===== config.mk =====
export PLATFORM = sky130hd
export DESIGN_NAME = ripemd160_left_round_ctrl_flat
export DESIGN_NICKNAME = d
export VERILOG_FILES = /design/src/rtl/ripemd160_left_round_ctrl_pkg.sv /design/src/rtl/ripemd160_left_round_ctrl_if.sv /design/src/rtl/ripemd160_left_round_ctrl_sched.sv /design/src/rtl/ripemd160_left_round_ctrl.sv /design/src/flat_wrapper.sv
export SDC_FILE = /design/constraint.sdc
export NUM_CORES = 1
export LEC_CHECK = 0
export CORE_AREA = 2 2 485 487
export CTS_BUF_LIST = sky130_fd_sc_hd__clkbuf_8
export DETAILED_ROUTE_END_ITERATION = 7
export DIE_AREA = 0 0 487 489
export PLACE_DENSITY = 0.3
export SYNTH_ARGS = -nofsm -noshare
export SYNTH_HDL_FRONTEND = slang
export SYNTH_SLANG_ARGS = --single-unit

===== constraint.sdc =====
create_clock -name clk -period 26.6 [get_ports clk]
set_clock_uncertainty 0.05 [all_clocks]
set_input_delay 5.32 -clock clk [delete_from_list [all_inputs] [get_ports clk]]
set_output_delay 5.32 -clock clk [all_outputs]
set_load 0.05 [all_outputs]

===== src/rtl/ripemd160_left_round_ctrl_pkg.sv =====
// ----------------------------------------------------------------------------
// ripemd160_left_round_ctrl_pkg
// Shared definitions for the RIPEMD-160 left-line round controller:
//   - fsm_e       : controller state encoding (IDLE, BUSY, DONE)
//   - K_LEFT      : left-line round constants, one per 16-step round
//   - R_LEFT      : message-word index for each of the 80 steps
//   - S_LEFT      : rotate amount for each of the 80 steps
//   - packing     : bit positions of A..E inside the 160-bit state word
// ----------------------------------------------------------------------------
package ripemd160_left_round_ctrl_pkg;

  typedef enum logic [1:0] {
    IDLE = 2'd0,
    BUSY = 2'd1,
    DONE = 2'd2
  } fsm_e;

  localparam int WORD_W   = 32;
  localparam int STATE_W  = 160;
  localparam int BLOCK_W  = 512;
  localparam int STEP_W   = 7;
  localparam int TAB_LEN  = 80;

  // State packing: {A,B,C,D,E}, A in the most significant word.
  localparam int A_LSB = 128;
  localparam int B_LSB = 96;
  localparam int C_LSB = 64;
  localparam int D_LSB = 32;
  localparam int E_LSB = 0;

  localparam logic [31:0] K_LEFT [5] = '{
    32'h0000_0000, 32'h5A82_7999, 32'h6ED9_EBA1, 32'h8F1B_BCDC, 32'hA953_FD4E
  };

  localparam logic [3:0] R_LEFT [TAB_LEN] = '{
    4'd0,  4'd1,  4'd2,  4'd3,  4'd4,  4'd5,  4'd6,  4'd7,
    4'd8,  4'd9,  4'd10, 4'd11, 4'd12, 4'd13, 4'd14, 4'd15,
    4'd7,  4'd4,  4'd13, 4'd1,  4'd10, 4'd6,  4'd15, 4'd3,
    4'd12, 4'd0,  4'd9,  4'd5,  4'd2,  4'd14, 4'd11, 4'd8,
    4'd3,  4'd10, 4'd14, 4'd4,  4'd9,  4'd15, 4'd8,  4'd1,
    4'd2,  4'd7,  4'd0,  4'd6,  4'd13, 4'd11, 4'd5,  4'd12,
    4'd1,  4'd9,  4'd11, 4'd10, 4'd0,  4'd8,  4'd12, 4'd4,
    4'd13, 4'd3,  4'd7,  4'd15, 4'd14, 4'd5,  4'd6,  4'd2,
    4'd4,  4'd0,  4'd5,  4'd9,  4'd7,  4'd12, 4'd2,  4'd10,
    4'd14, 4'd1,  4'd3,  4'd8,  4'd11, 4'd6,  4'd15, 4'd13
  };

  localparam logic [3:0] S_LEFT [TAB_LEN] = '{
    4'd11, 4'd14, 4'd15, 4'd12, 4'd5,  4'd8,  4'd7,  4'd9,
    4'd11, 4'd13, 4'd14, 4'd15, 4'd6,  4'd7,  4'd9,  4'd8,
    4'd7,  4'd6,  4'd8,  4'd13, 4'd11, 4'd9,  4'd7,  4'd15,
    4'd7,  4'd12, 4'd15, 4'd9,  4'd11, 4'd7,  4'd13, 4'd12,
    4'd11, 4'd13, 4'd6,  4'd7,  4'd14, 4'd9,  4'd13, 4'd15,
    4'd14, 4'd8,  4'd13, 4'd6,  4'd5,  4'd12, 4'd7,  4'd5,
    4'd11, 4'd12, 4'd14, 4'd15, 4'd14, 4'd15, 4'd9,  4'd8,
    4'd9,  4'd14, 4'd5,  4'd6,  4'd8,  4'd6,  4'd5,  4'd12,
    4'd9,  4'd15, 4'd5,  4'd11, 4'd6,  4'd8,  4'd13, 4'd12,
    4'd5,  4'd12, 4'd13, 4'd14, 4'd11, 4'd8,  4'd5,  4'd6
  };

endpackage


===== src/rtl/ripemd160_left_round_ctrl_if.sv =====
// ----------------------------------------------------------------------------
// ripemd160_left_round_ctrl_if
// Block-in / state-out handshake bundle for the left-line round controller.
//   in_valid/in_ready   : offer of one 512-bit block plus 160-bit chaining value
//   in_block, in_cv     : block (word i = in_block[32*i +: 32]) and {A,B,C,D,E}
//   out_valid/out_ready : final left-line state handshake
//   out_state           : final {A,B,C,D,E}
// master = producer/consumer side, slave = controller side.
// ----------------------------------------------------------------------------
interface ripemd160_left_round_ctrl_if;
  logic         in_valid;
  logic         in_ready;
  logic [511:0] in_block;
  logic [159:0] in_cv;
  logic         out_valid;
  logic         out_ready;
  logic [159:0] out_state;

  modport master (
    output in_valid, in_block, in_cv, out_ready,
    input  in_ready, out_valid, out_state
  );

  modport slave (
    input  in_valid, in_block, in_cv, out_ready,
    output in_ready, out_valid, out_state
  );
endinterface


===== src/rtl/ripemd160_left_round_ctrl_sched.sv =====
// ----------------------------------------------------------------------------
// ripemd160_left_sched
// Combinational per-step schedule lookup for the RIPEMD-160 left line.
//   step   in  7  step index 0..79
//   active in  1  controller is stepping; all outputs are zero otherwise
//   m_idx  out 4  message word index for this step
//   s      out 8  rotate amount (5..15)
//   k      out 32 round constant
//   t      out 3  boolean function select 0..4
// ----------------------------------------------------------------------------
module ripemd160_left_sched
  import ripemd160_left_round_ctrl_pkg::*;
(
  input  logic [STEP_W-1:0] step,
  input  logic              active,
  output logic [3:0]        m_idx,
  output logic [7:0]        s,
  output logic [31:0]       k,
  output logic [2:0]        t
);

  logic [2:0] round;

  // 16 steps per round, so the round number is simply the upper step bits.
  assign round = step[6:4];

  always_comb begin
    m_idx = '0;
    s     = '0;
    k     = '0;
    t     = '0;
    if (active && (step < 7'(TAB_LEN))) begin
      m_idx = R_LEFT[step];
      s     = {4'b0000, S_LEFT[step]};
      k     = K_LEFT[round];
      t     = round;
    end
  end

endmodule


===== src/rtl/ripemd160_left_round_ctrl.sv =====
// ----------------------------------------------------------------------------
// ripemd160_left_round_ctrl
// Sequences the 80-step RIPEMD-160 left line over an external single-step
// datapath (one step per clock). Holds the message block and working state,
// drives the per-step controls and returns the final left-line state.
//
// Ports:
//   clk, rst      clock, synchronous active-high reset
//   bus (slave)   in_valid/in_ready/in_block/in_cv, out_valid/out_ready/out_state
//   abort         (only with RMD_LEFT_CTRL_ABORT_EN) drop the current block
//   dp_data_in    current state to the datapath
//   dp_m/dp_s     message word / rotate amount for the current step
//   dp_k/dp_t     round constant / function select for the current step
//   dp_left_out   datapath next-state result (combinational from dp_*)
//
// Configuration macro: RMD_LEFT_CTRL_ABORT_EN adds the abort input. Without
// it a block runs to completion or until rst.
// ----------------------------------------------------------------------------
module ripemd160_left_round_ctrl
  import ripemd160_left_round_ctrl_pkg::*;
#(
  parameter int NUM_STEPS = 80
) (
  input  logic                clk,
  input  logic                rst,
  ripemd160_left_round_ctrl_if.slave bus,
`ifdef RMD_LEFT_CTRL_ABORT_EN
  input  logic                abort,
`endif
  output logic [STATE_W-1:0]  dp_data_in,
  output logic [WORD_W-1:0]   dp_m,
  output logic [7:0]          dp_s,
  output logic [WORD_W-1:0]   dp_k,
  output logic [2:0]          dp_t,
  input  logic [STATE_W-1:0]  dp_left_out
);

  fsm_e                fsm;
  fsm_e                fsm_nxt;
  logic [STEP_W-1:0]   step;
  logic [STATE_W-1:0]  state_reg;
  logic [BLOCK_W-1:0]  blk_reg;
  logic                busy;
  logic                accept;
  logic                last_step;
  logic                abort_req;
  logic [3:0]          m_idx;
  logic [7:0]          sched_s;
  logic [WORD_W-1:0]   sched_k;
  logic [2:0]          sched_t;

`ifdef RMD_LEFT_CTRL_ABORT_EN
  assign abort_req = abort;
`else
  assign abort_req = 1'b0;
`endif

  assign accept    = (fsm == IDLE) && bus.in_valid;
  assign last_step = (step == STEP_W'(NUM_STEPS - 1));

  // FSM state register
  always_ff @(posedge clk) begin
    if (rst) fsm <= IDLE;
    else     fsm <= fsm_nxt;
  end

  // FSM next-state logic
  always_comb begin
    fsm_nxt = fsm;
    case (fsm)
      IDLE: if (bus.in_valid) fsm_nxt = BUSY;
      BUSY: begin
        if (abort_req)      fsm_nxt = IDLE;
        else if (last_step) fsm_nxt = DONE;
      end
      // A coincident abort and out_ready still counts as a completed
      // handshake; both lead back to IDLE.
      DONE: if (bus.out_ready || abort_req) fsm_nxt = IDLE;
      default: fsm_nxt = IDLE;
    endcase
  end

  // FSM outputs
  always_comb begin
    bus.in_ready  = 1'b0;
    bus.out_valid = 1'b0;
    busy          = 1'b0;
    case (fsm)
      IDLE:    bus.in_ready  = 1'b1;
      BUSY:    busy          = 1'b1;
      DONE:    bus.out_valid = 1'b1;
      default: ;
    endcase
  end

  // Step counter and working state: loaded at accept, advanced every BUSY cycle
  always_ff @(posedge clk) begin
    if (rst) begin
      step      <= '0;
      state_reg <= '0;
    end else if (accept) begin
      step      <= '0;
      state_reg <= bus.in_cv;
    end else if (busy) begin
      state_reg <= dp_left_out;
      step      <= last_step ? '0 : step + 1'b1;
    end
  end

  // Message block is only sampled at the accept edge.
  always_ff @(posedge clk) begin
    if (accept) blk_reg <= bus.in_block;
  end

  ripemd160_left_sched u_sched (
    .step   (step),
    .active (busy),
    .m_idx  (m_idx),
    .s      (sched_s),
    .k      (sched_k),
    .t      (sched_t)
  );

  assign dp_data_in    = state_reg;
  assign dp_m          = busy ? blk_reg[{m_idx, 5'b00000} +: WORD_W] : '0;
  assign dp_s          = sched_s;
  assign dp_k          = sched_k;
  assign dp_t          = sched_t;
  assign bus.out_state = state_reg;

endmodule


===== src/flat_wrapper.sv =====
// flat-port wrapper written by rule: the top's interface ports become plain ports
module ripemd160_left_round_ctrl_flat import ripemd160_left_round_ctrl_pkg::*;
#(
  parameter int NUM_STEPS = 80
)
  (clk, rst, dp_data_in, dp_m, dp_s, dp_k, dp_t, dp_left_out, bus_in_valid, bus_in_block, bus_in_cv, bus_out_ready, bus_in_ready, bus_out_valid, bus_out_state);
  ripemd160_left_round_ctrl_if bus_i ();
  input  logic clk;
  input  logic rst;
  output logic [STATE_W-1:0] dp_data_in;
  output logic [WORD_W-1:0] dp_m;
  output logic [7:0] dp_s;
  output logic [WORD_W-1:0] dp_k;
  output logic [2:0] dp_t;
  input  logic [STATE_W-1:0] dp_left_out;
  input wire logic [$bits(bus_i.in_valid)-1:0] bus_in_valid;
  input wire logic [$bits(bus_i.in_block)-1:0] bus_in_block;
  input wire logic [$bits(bus_i.in_cv)-1:0] bus_in_cv;
  input wire logic [$bits(bus_i.out_ready)-1:0] bus_out_ready;
  output wire logic [$bits(bus_i.in_ready)-1:0] bus_in_ready;
  output wire logic [$bits(bus_i.out_valid)-1:0] bus_out_valid;
  output wire logic [$bits(bus_i.out_state)-1:0] bus_out_state;
  assign bus_i.in_valid = bus_in_valid;
  assign bus_i.in_block = bus_in_block;
  assign bus_i.in_cv = bus_in_cv;
  assign bus_i.out_ready = bus_out_ready;
  assign bus_in_ready = bus_i.in_ready;
  assign bus_out_valid = bus_i.out_valid;
  assign bus_out_state = bus_i.out_state;
  ripemd160_left_round_ctrl #(.NUM_STEPS(NUM_STEPS)) u_core (.clk(clk), .rst(rst), .bus(bus_i), .dp_data_in(dp_data_in), .dp_m(dp_m), .dp_s(dp_s), .dp_k(dp_k), .dp_t(dp_t), .dp_left_out(dp_left_out));
endmodule

==> results.txt <==
Yosys warnings = 0
Worst Setup Slack, final = 12980 ps
DP HPWL = 154 mm
Drt initial violations = 1733
Antenna viol nets, final = 0
Synth Area per Inst = 12.6 um^2
Crit path max-delay cell type = clkdlybuf4s50_1
PD cells = 63.3 nW/um^2
Setup Fix Bufs, Post-CTS = 0
P_sw = 0.000942 W
Top FF cell, synth = edfxtp_1
Maxcap violations = 0
F_max = 73.4 MHz
Die height = 489 um
Mapped Area = 29400 um^2
Root buf cell = clkbuf_8
Top Ports = 1233
Vias in the first global route = 26282
Post-synth top area share = 52.2%
CTS buffer count = 151
CP Max Fanout = 67
Min-Delay Path Class = flip-flop to flip-flop
Unrepaired setup endpoints after global routing = false
Commonest cells post-synth = edfxtp_1 (512), nand2_1 (249), buf_4 (190)
Initial antenna violation count = 155
Logic pwr share = 18.9%
Final-report max-slew violation count = 0
Initial Utilization = 12.6%
Input/output buffers = 1226
Hold WS = 423 ps
Most area-hungry cell type in the Yosys netlist = edfxtp_1
Hold Vio Cnt, Final = 0
All-Layer GR Usage = 16.0%
CP bufs+invs = 5
DIE WIDTH = 487 um
Setup CP Type = flip-flop to primary output
Area contributors post-synth = edfxtp_1 (52%), dfxtp_1 (11%), buf_4 (4.8%), a2111oi_0 (4.8%), a22oi_1 (4.1%)
Share of total power in sequential cells = 42.5%
Clk pwr share = 38.6%
Tightest Pin Transition = 1310 ps
Layout cell share with drive strength beyond 1 = 8.34%
Vias per cell = 3.84
Max VDD drop = 0.0319 mV
DR DRC count = 0
Final nets = 4235
Clock Tree Buf Depth = 3
Hold_buf cts = 0
Cells after Synth = 2340
Internal power = 0.00201 W
Placed Cells = 6292
TritonRoute pass-1 iters = 5
Critical path arrival = 8250 ps
CP dominant cell by count = buf_4
Static Leakage = 15.5 nW
Setup violators final = 0
Worst slew margin = 12.4%
Startpoint type of the worst setup path = flip-flop
Post-place setup slack = 13770 ps
Setup_tns = 0 ps
Die area = 238000 um^2
Fin area = 46700 um^2
Fraction of synthesized cell area in xor and xnor cells = 0.204%
Worst setup EP type = primary output
Max reg flops = 512
Routability Congestion = 0.862
Post-synthesis register bit count = 681
Detailed Route WL = 200 mm
Final period utilization = 51.2%
Worst skew pair latency = 900 ps
Fillers = 25334
Register area share after synthesis = 63.7%
Largest net degree at the start of global routing = 131
Site Rows = 178
Simple-gate portion of the synthesized area = 7.77%
Post-synth cell types = 68
First-pass GRT wire length = 255 mm
Vias = 25261
Placement Cell Area = 43800 um^2
Worst Path Required = 21230 ps
Count leader, synth = edfxtp_1
Fin cells = 6584
TritonCTS clock tree = done
Reg clk slew, reported paths = 60 ps
Sw frac = 31.9%
Synth async-reset ratio = 0%
EDFF count, synth = 512
Post-synthesis compound-gate area fraction = 16.2%
Synth Area in Adders = 0.595%
Slowest cell delay on critical path = 900 ps
CP delay by family, top = buffers and inverters
Core ar. = 234000 um^2
# clock sinks = 681
Grt total ovfl = 0
Largest family of logic cells by synthesized area = compound AO/OA/AOI/OAI gates
Min Tclk post-route = 13620 ps
Post-synthesis mux area share = 3.41%
Area grow syn2layout = 58.6%
Crit path cell chain = inv_1 > ha_1 > mux4_2 > a21o_4 > and2_4 > buf_4 > buf_4 > buf_4 > mux2i_1 > a2111oi_0 > a22o_1 > clkdlybuf4s50_1
DR WL/cell = 30.4 um
H-Tree Depth = 4
Outcome = complete, no violations
Post-CTS Resized = 0
-- final timing paths --
path,depth (start not counted),slack [ps],to,startpoint
min reg2reg,2,420,u_core.bus.out_state[36],u_core.bus.out_state[36]
min,2,420,u_core.bus.out_state[36],u_core.bus.out_state[36]
max reg2reg,8,20180,u_core.blk_reg[262],u_core.fsm[1]
max,12,12980,dp_m[28],u_core.step[0]
-- layout make-up --
class                           instances  area [um^2]  area share, %
Clock inverter                         95          547           1.17
Antenna cell                           36         90.1          0.193
Sequential cell                       681        18800           40.2
Timing Repair Buffer                 1273        12600           27.1
Multi-Input combinational cell       1265         8540           18.3
Clock buffer                          161         2220           4.75
Tap cell                             3060         3830           8.20
Inverter                               13         48.8          0.105
-- metrics by stage --
| step | util [%] | total power (W) |
|---|---|---|
| CTS | 19.9 | 0.00303 |
| global placement | 18.8 | 0.00185 |
| finish | 20.0 | 0.00295 |
| floorplan | - | 0.00156 |
| global route | 20.0 | 0.00308 |
| detailed placement | 18.8 | 0.00184 |
-- power groups by stage --
stage / Combinational, W / Sequential, W / Clock, W
after floorplan: 0.000210 / 0.00135 / 0
after CTS: 0.000568 / 0.00126 / 0.00120
after global placement: 0.000568 / 0.00128 / 0
after detailed placement: 0.000566 / 0.00128 / 0
after global routing: 0.000582 / 0.00126 / 0.00124
final: 0.000557 / 0.00126 / 0.00114
-- routing by layer --
metal | routed length [um] | track usage (%)
met5 | 670 | 0
met4 | 6930 | 6.04
met3 | 18000 | 6.31
met2 | 101000 | 28.3
met1 | 73300 | 17.1
-- cells in the final DEF, fill, tap and decap left out, types with 36 or more instances in the layout --
master	synthesis	layout
a31oi_1	38	38
nor2_1	41	38
a2111oi_0	161	134
mux2i_1	97	96
clkbuf_8	0	161
edfxtp_1	512	512
dfxtp_1	169	169
and3_1	133	133
inv_1	10	52
nand2_1	249	249
diode_2	0	36
buf_4	190	48
a22oi_1	161	161
clkdlybuf4s50_1	0	1222
a21oi_1	178	178
-- cells by family (layout without fill, tap and decap cells) --
group | after synthesis | count (layout)
AOI/OAI and AO/OA | 657 | 657
xor gates and xnor gates | 6 | 6
adders and majority gates | 14 | 14
buffers and inverters | 399 | 1542
DFF | 681 | 681
muxes | 99 | 99
other | 1 | 42
and+or+nand+nor | 483 | 483
-- tightest hold or removal path, cell delays in order (launching register included) --
cell     delay (ps)
dfxtp_1         320
nand2_1          60
a21oi_1          50
No activity file was read; power rests on OpenSTA's default activity.
